## src/rtl/se_seq.sv

```systemverilog
// se_seq: multi-sector erase sequencer that issues one sector erase per sector and polls RDSR/WIP until each erase finishes.
//
// Ports:
//   sclk, rst_n                     clock, synchronous active-low reset
//   start, first_sec, sec_num       request, first sector and count (sampled in IDLE only)
//   busy, done, err, cur_sec        sequence status
//   se_start, se_addr, se_end       handshake with the sector-erase engine
//   se_cs_n, se_sck, se_sdi         erase engine flash pins
//   cs_n, sck, sdi, sdo             flash pins (erase engine pins in ERASE, poll shifter otherwise)
module se_seq #(
    parameter int          POLL_GAP = 1000,
    parameter logic [15:0] MAX_POLL = 16'd50000
) (
    input  logic       sclk,
    input  logic       rst_n,
    input  logic       start,
    input  logic [7:0] first_sec,
    input  logic [7:0] sec_num,
    output logic       busy,
    output logic       done,
    output logic       err,
    output logic [7:0] cur_sec,
    output logic       se_start,
    output logic [7:0] se_addr,
    input  logic       se_end,
    input  logic       se_cs_n,
    input  logic       se_sck,
    input  logic       se_sdi,
    output logic       cs_n,
    output logic       sck,
    output logic       sdi,
    input  logic       sdo
);
    localparam int         GW   = $clog2(POLL_GAP + 1);
    localparam logic [7:0] RDSR = 8'h05;

    typedef enum logic [2:0] {IDLE, ERASE, GAP, POLL, CHECK, FIN} state_t;

    state_t        state, nxt;
    logic [7:0]    rem, cur_sec_nxt;
    logic [15:0]   poll_cnt;
    logic [GW-1:0] gap_cnt;
    logic [6:0]    pc;
    logic          wip, timeout, p_cs_n, p_sck, p_sdi;
    logic          accept, gap_done, frame_end, poll_more, in_bits, enter_erase;

    assign accept      = state == IDLE && start;
    assign gap_done    = gap_cnt == GW'(POLL_GAP - 1);
    assign frame_end   = pc == 7'd65;
    assign poll_more   = poll_cnt + 16'd1 < MAX_POLL;
    // pc counts frame cycles: 0 is the cs_n lead-in, 1..64 are 16 bits x 4 phases, 65 is the cs_n tail
    assign in_bits     = state == POLL && pc < 7'd64;
    assign enter_erase = nxt == ERASE && state != ERASE;
    assign cur_sec_nxt = accept ? first_sec : (state == CHECK && nxt == ERASE) ? cur_sec + 8'd1 : cur_sec;

    always_ff @(posedge sclk) begin
        if (!rst_n)
            state <= IDLE;
        else
            state <= nxt;
    end

    always_comb begin
        nxt = state;
        case (state)
            IDLE:    if (start) nxt = (sec_num == 8'd0) ? FIN : ERASE;
            ERASE:   if (se_end) nxt = GAP;
            GAP:     if (gap_done) nxt = POLL;
            POLL:    if (frame_end) nxt = CHECK;
            CHECK:   nxt = wip ? (poll_more ? GAP : FIN) : (rem == 8'd1 ? FIN : ERASE);
            FIN:     nxt = IDLE;
            default: nxt = IDLE;
        endcase
    end

    // The erase engine owns the pins only while its command is in flight
    always_comb begin
        cs_n = state == ERASE ? se_cs_n : p_cs_n;
        sck  = state == ERASE ? se_sck  : p_sck;
        sdi  = state == ERASE ? se_sdi  : p_sdi;
    end

    always_ff @(posedge sclk) begin
        if (!rst_n) begin
            busy     <= 1'b0;
            done     <= 1'b0;
            err      <= 1'b0;
            cur_sec  <= 8'd0;
            se_start <= 1'b0;
            se_addr  <= 8'd0;
            rem      <= 8'd0;
            poll_cnt <= 16'd0;
            gap_cnt  <= '0;
            pc       <= 7'd0;
            wip      <= 1'b0;
            timeout  <= 1'b0;
            p_cs_n   <= 1'b1;
            p_sck    <= 1'b0;
            p_sdi    <= 1'b0;
        end else begin
            done     <= state == FIN;
            busy     <= accept | (busy & ~done);
            err      <= accept ? 1'b0 : (state == FIN) ? timeout : err;
            se_start <= enter_erase;
            cur_sec  <= cur_sec_nxt;
            if (enter_erase)
                se_addr <= cur_sec_nxt;
            if (accept) begin
                rem     <= sec_num;
                timeout <= 1'b0;
            end else if (state == CHECK && !wip) begin
                rem <= rem - 8'd1;
            end
            if (state == CHECK && wip && !poll_more)
                timeout <= 1'b1;
            poll_cnt <= (state == ERASE && se_end) ? 16'd0 :
                        (state == CHECK && wip && poll_more) ? poll_cnt + 16'd1 : poll_cnt;
            gap_cnt  <= state == GAP ? gap_cnt + GW'(1) : '0;
            pc       <= state == POLL ? pc + 7'd1 : 7'd0;
            // Only WIP (status bit 0, the last read bit) steers the sequence; it is taken at phase 2 of bit 15
            if (state == POLL && pc == 7'd63)
                wip <= sdo;
            // Pin registers are loaded with the value for the next frame cycle
            p_cs_n <= !(state == GAP && gap_done) && !in_bits;
            p_sck  <= in_bits && pc[1];
            p_sdi  <= in_bits && !pc[5] && RDSR[~pc[4:2]];
        end
    end
endmodule

```

## config.mk

```make
export PLATFORM = sky130hd
export DESIGN_NAME = se_seq
export DESIGN_NICKNAME = d
export VERILOG_FILES = /design/src/rtl/se_seq.sv
export SDC_FILE = /design/constraint.sdc
export NUM_CORES = 1
export LEC_CHECK = 0
export CAP_MARGIN = 40
export CORE_AREA = 2 2 121 76
export CTS_BUF_LIST = sky130_fd_sc_hd__clkbuf_16
export CTS_CLUSTER_SIZE = 28
export DETAILED_ROUTE_END_ITERATION = 16
export DIE_AREA = 0 0 123 78
export PLACE_DENSITY = 0.7
export SYNTH_ARGS = -nofsm -noshare
export SYNTH_HDL_FRONTEND = slang
export SYNTH_SLANG_ARGS = --single-unit
```

## constraint.sdc

```tcl
create_clock -name sclk -period 6.5 [get_ports sclk]
set_input_delay 1.3 -clock sclk [delete_from_list [all_inputs] [get_ports sclk]]
set_output_delay 1.3 -clock sclk [all_outputs]
set_load 0.02 [all_outputs]
```

==> metrics.yaml <==
sta:
  worst_pin_slew_ps: 831
  fin_crit_ps: 3790
  fin_crit_sh_pct: 58.3
  rsz0062_at_grt: "no"
  slew_headroom_pct: 44.4
  hold_viol_final: 0
  finalSetupTns_ps: 0
  report.final.slew_viol_count: 0
  setup_viol: 0
  holdWs_ps: 456
  fin_skew_ps: 4.37
  fmax_mhz: 264
synth:
  synth-main-ff-cell: "dfxtp_1"
  synth_top_cell_area_share_pct: 39.8
  syn_area_um2: 3470
  synthMuxAreaShare_pct: 2.13
  yosys.area_share.adder_pct: 2.53
  synthTopCellsByArea: "dfxtp_1, a21oi_1, nor2_1, nand3_1, nand2_1"
  post-synth-top-count-cell: "dfxtp_1"
  synth-simple-area-share_pct: 26.7
  async_reset_ff_share_pct: 0
  synth_xor_area_share_pct: 5.30
  syn_area_per_cell_um2: 8.32
  synth_edf_count: 0
  yosys-top-cells-count: "dfxtp_1, nor2_1, a21oi_1"
  synth_seq_cells: 69
  ys.warnings.count: 0
  synth_top_cell_by_area: "dfxtp_1"
  ys_types: 54
  syn-instance-count: 417
  synth_top_family_by_area: "simple AND/OR/NAND/NOR gates"
  synth_compound_area_share_pct: 18.6
  synth_fp_nets: 448
  synth_seq_area_share_pct: 39.8
setup_path:
  cp_common_cell: "clkdlybuf4s50_1"
  cp_max_fo: 1
  cp_data_required_time_ps: 5200
  worstSetupPathType: "input pin to output pin"
  rr_endpoint: "poll_cnt[12]"
  cp-end-kind: "output pin"
  critical_path.cell_chain: "clkdlybuf4s50_1 -> mux2_2 -> clkdlybuf4s50_1"
  cp-start-kind: "input pin"
  cpPeakStageDelay_ps: 530
  worst-r2r-setup-slack_ps: 3540
  timing.rr.start: "poll_cnt[1]"
  r2r_cells: 9
  crit_arrival_ps: 2490
  slowest_stage: "clkdlybuf4s50_1"
global_routing:
  overflow: 0
  grt_most_used_layer: "met1"
  antenna_found_initial: 0
  gr-usage-met3_pct: 5.51
  grt_max_degree: 27
  grt_pass1_wl_um: 14200
  grt_pass1_vias: 2829
  grtUsageTotal_pct: 18.8
  use_met1_pct: 28.9
  globalRouteMet2Util_pct: 24.5
power:
  intPower_mw: 0.742
  p_sw_mw: 0.248
  pwr-share-clk_pct: 41.9
  combPwrFrac_pct: 12.1
  power_density_nw_per_um2: 234
  leakage_nw: 1.41
  peakVddDrop_v: 0.000133
  power_frac_seq_pct: 46.0
  swShare_pct: 25.1
floorplanning:
  dieArea_um2: 9590
  die_h_um: 78
  io-pin-count: 47
  core_um2: 8390
  rows: 26
  initial_core_util_pct: 41.3
  dieWidth_um: 123
clocking:
  cts_resized: 0
  path_clk_slew_ps: 50
  cts.path.max_buffers: 2
  cts_root_buf: "clkbuf_16"
  cts_tree: "built"
  htree_levels: 3
  post-cts-setup-buffer-count: 0
  clk_latency_ps: 330
  hold_buffers: 0
  cts_sinks: 69
  cts_buffers: 9
detailed_routing:
  via_per_inst: 5.68
  vias: 3224
  post_drt_wl_per_cell_um: 14.7
  routed_wirelength_um: 8370
  ant_nets: 0
  drc: 0
  drt_iter0_markers: 219
  drt_pass1_iterations: 5
min_path:
  hold_end: "gap_cnt[0]"
  hold_depth: 1
  hold_class: "register to register"
  hp-start: "gap_cnt[0]"
placement:
  place_hpwl_um: 6050
  gp_congestion: 0.858
  io_buffer_count: 46
layout:
  antenna_cells: 0
  final_layout_size_suffix_gt1_share_pct: 5.48
  fin_nets: 484
  area_delta_synth_final_pct: 21.9
run:
  drv_cap: 0
outcome:
  status: "finished clean"
==> state kept, by name (all words and copies together), names as in the netlist <==
register and cells:
wip 1, se_addr 8, busy 1, cur_sec 8, poll_cnt 16, state 3
pc 7, err 1, p_sck 1, done 1, se_start 1, timeout 1
p_cs_n 1, rem 8, p_sdi 1, gap_cnt 10
==> cell type report <==
| cell class | count | area, µm² |
|---|---|---|
| Sequential cell | 69 | 1380 |
| Tap cell | 112 | 140 |
| Clock inverter | 5 | 21.3 |
| Multi-Input combinational cell | 313 | 1920 |
| Inverter | 10 | 37.5 |
| Clock buffer | 9 | 225 |
| Timing Repair Buffer | 50 | 503 |
| Fill cell | 796 | 4170 |
==> power groups by stage <==
stage / registers, mW / clock network, mW / logic [mW]
CTS: 0.455 / 0.426 / 0.119
finish: 0.456 / 0.415 / 0.120
floorplan: 0.471 / 0 / 0.0564
global placement: 0.463 / 0 / 0.115
global route: 0.458 / 0.444 / 0.131
detailed placement: 0.464 / 0 / 0.119
==> cells by family after synthesis <==
kind of cell | count (synthesis)
simple gates | 177
compound gates | 101
flops | 69
buf+inv | 35
xor+xnor | 21
mux | 7
fa+ha+maj | 7
==> cells in the final DEF, fill, tap and decap left out, types with 4 or more instances in the layout <==
cell type,instances
ha_1,7
and3_1,10
xor2_1,8
nor4_1,10
or3_1,8
nand2_1,31
dfxtp_1,69
nand4_1,6
a21oi_1,37
o31ai_1,7
inv_1,11
mux2i_1,4
xnor2_1,13
a31o_1,4
clkdlybuf4s50_1,46
o21ai_1,6
nand2b_1,4
o21ai_0,16
o211ai_1,5
nor3_1,8
nand3_1,25
or4_1,11
a211oi_1,4
nor2_1,48
clkbuf_16,9
==> through the flow <==
stage               instances  power, mW  worst slack (ps)  util [%]  instance area, µm²
floorplan                 417      0.527              3590         -                3470
global placement          551      0.579              2710      47.0                3950
detailed placement        554      0.583              2710      47.4                3980
CTS                       568       1.00              2710      50.4                4230
global route              568       1.03              2680      50.4                4230
finish                    568      0.991              2710      50.4                4230
==> metal layers <==
metal  up-vias  part of all wire, %
met5         -                    0
met1      1506                   52
met2       112                   39
li1       1598                    -
met4         0                 0.96
met3         8                  7.3
==> worst max-delay path, delay by kind of cell <==
| kind | cells | cell delay (ps) |
|---|---|---|
| muxes | 1 | 260 |
| buffers and inverters | 2 | 930 |
==> worst max path at each step <==
stage | to | cells past startpoint | slack [ps] | start
6_report | cs_n | 3 | 2710 | se_cs_n
5_1_grt | sdi | 3 | 2680 | se_sdi
4_1_cts | cs_n | 3 | 2710 | se_cs_n
3_5_place_dp | sck | 3 | 2710 | se_sck
3_3_place_gp | cs_n | 3 | 2710 | se_cs_n
2_1_floorplan | cs_n | 1 | 3590 | se_cs_n
Power figures use the tool's default switching activity.
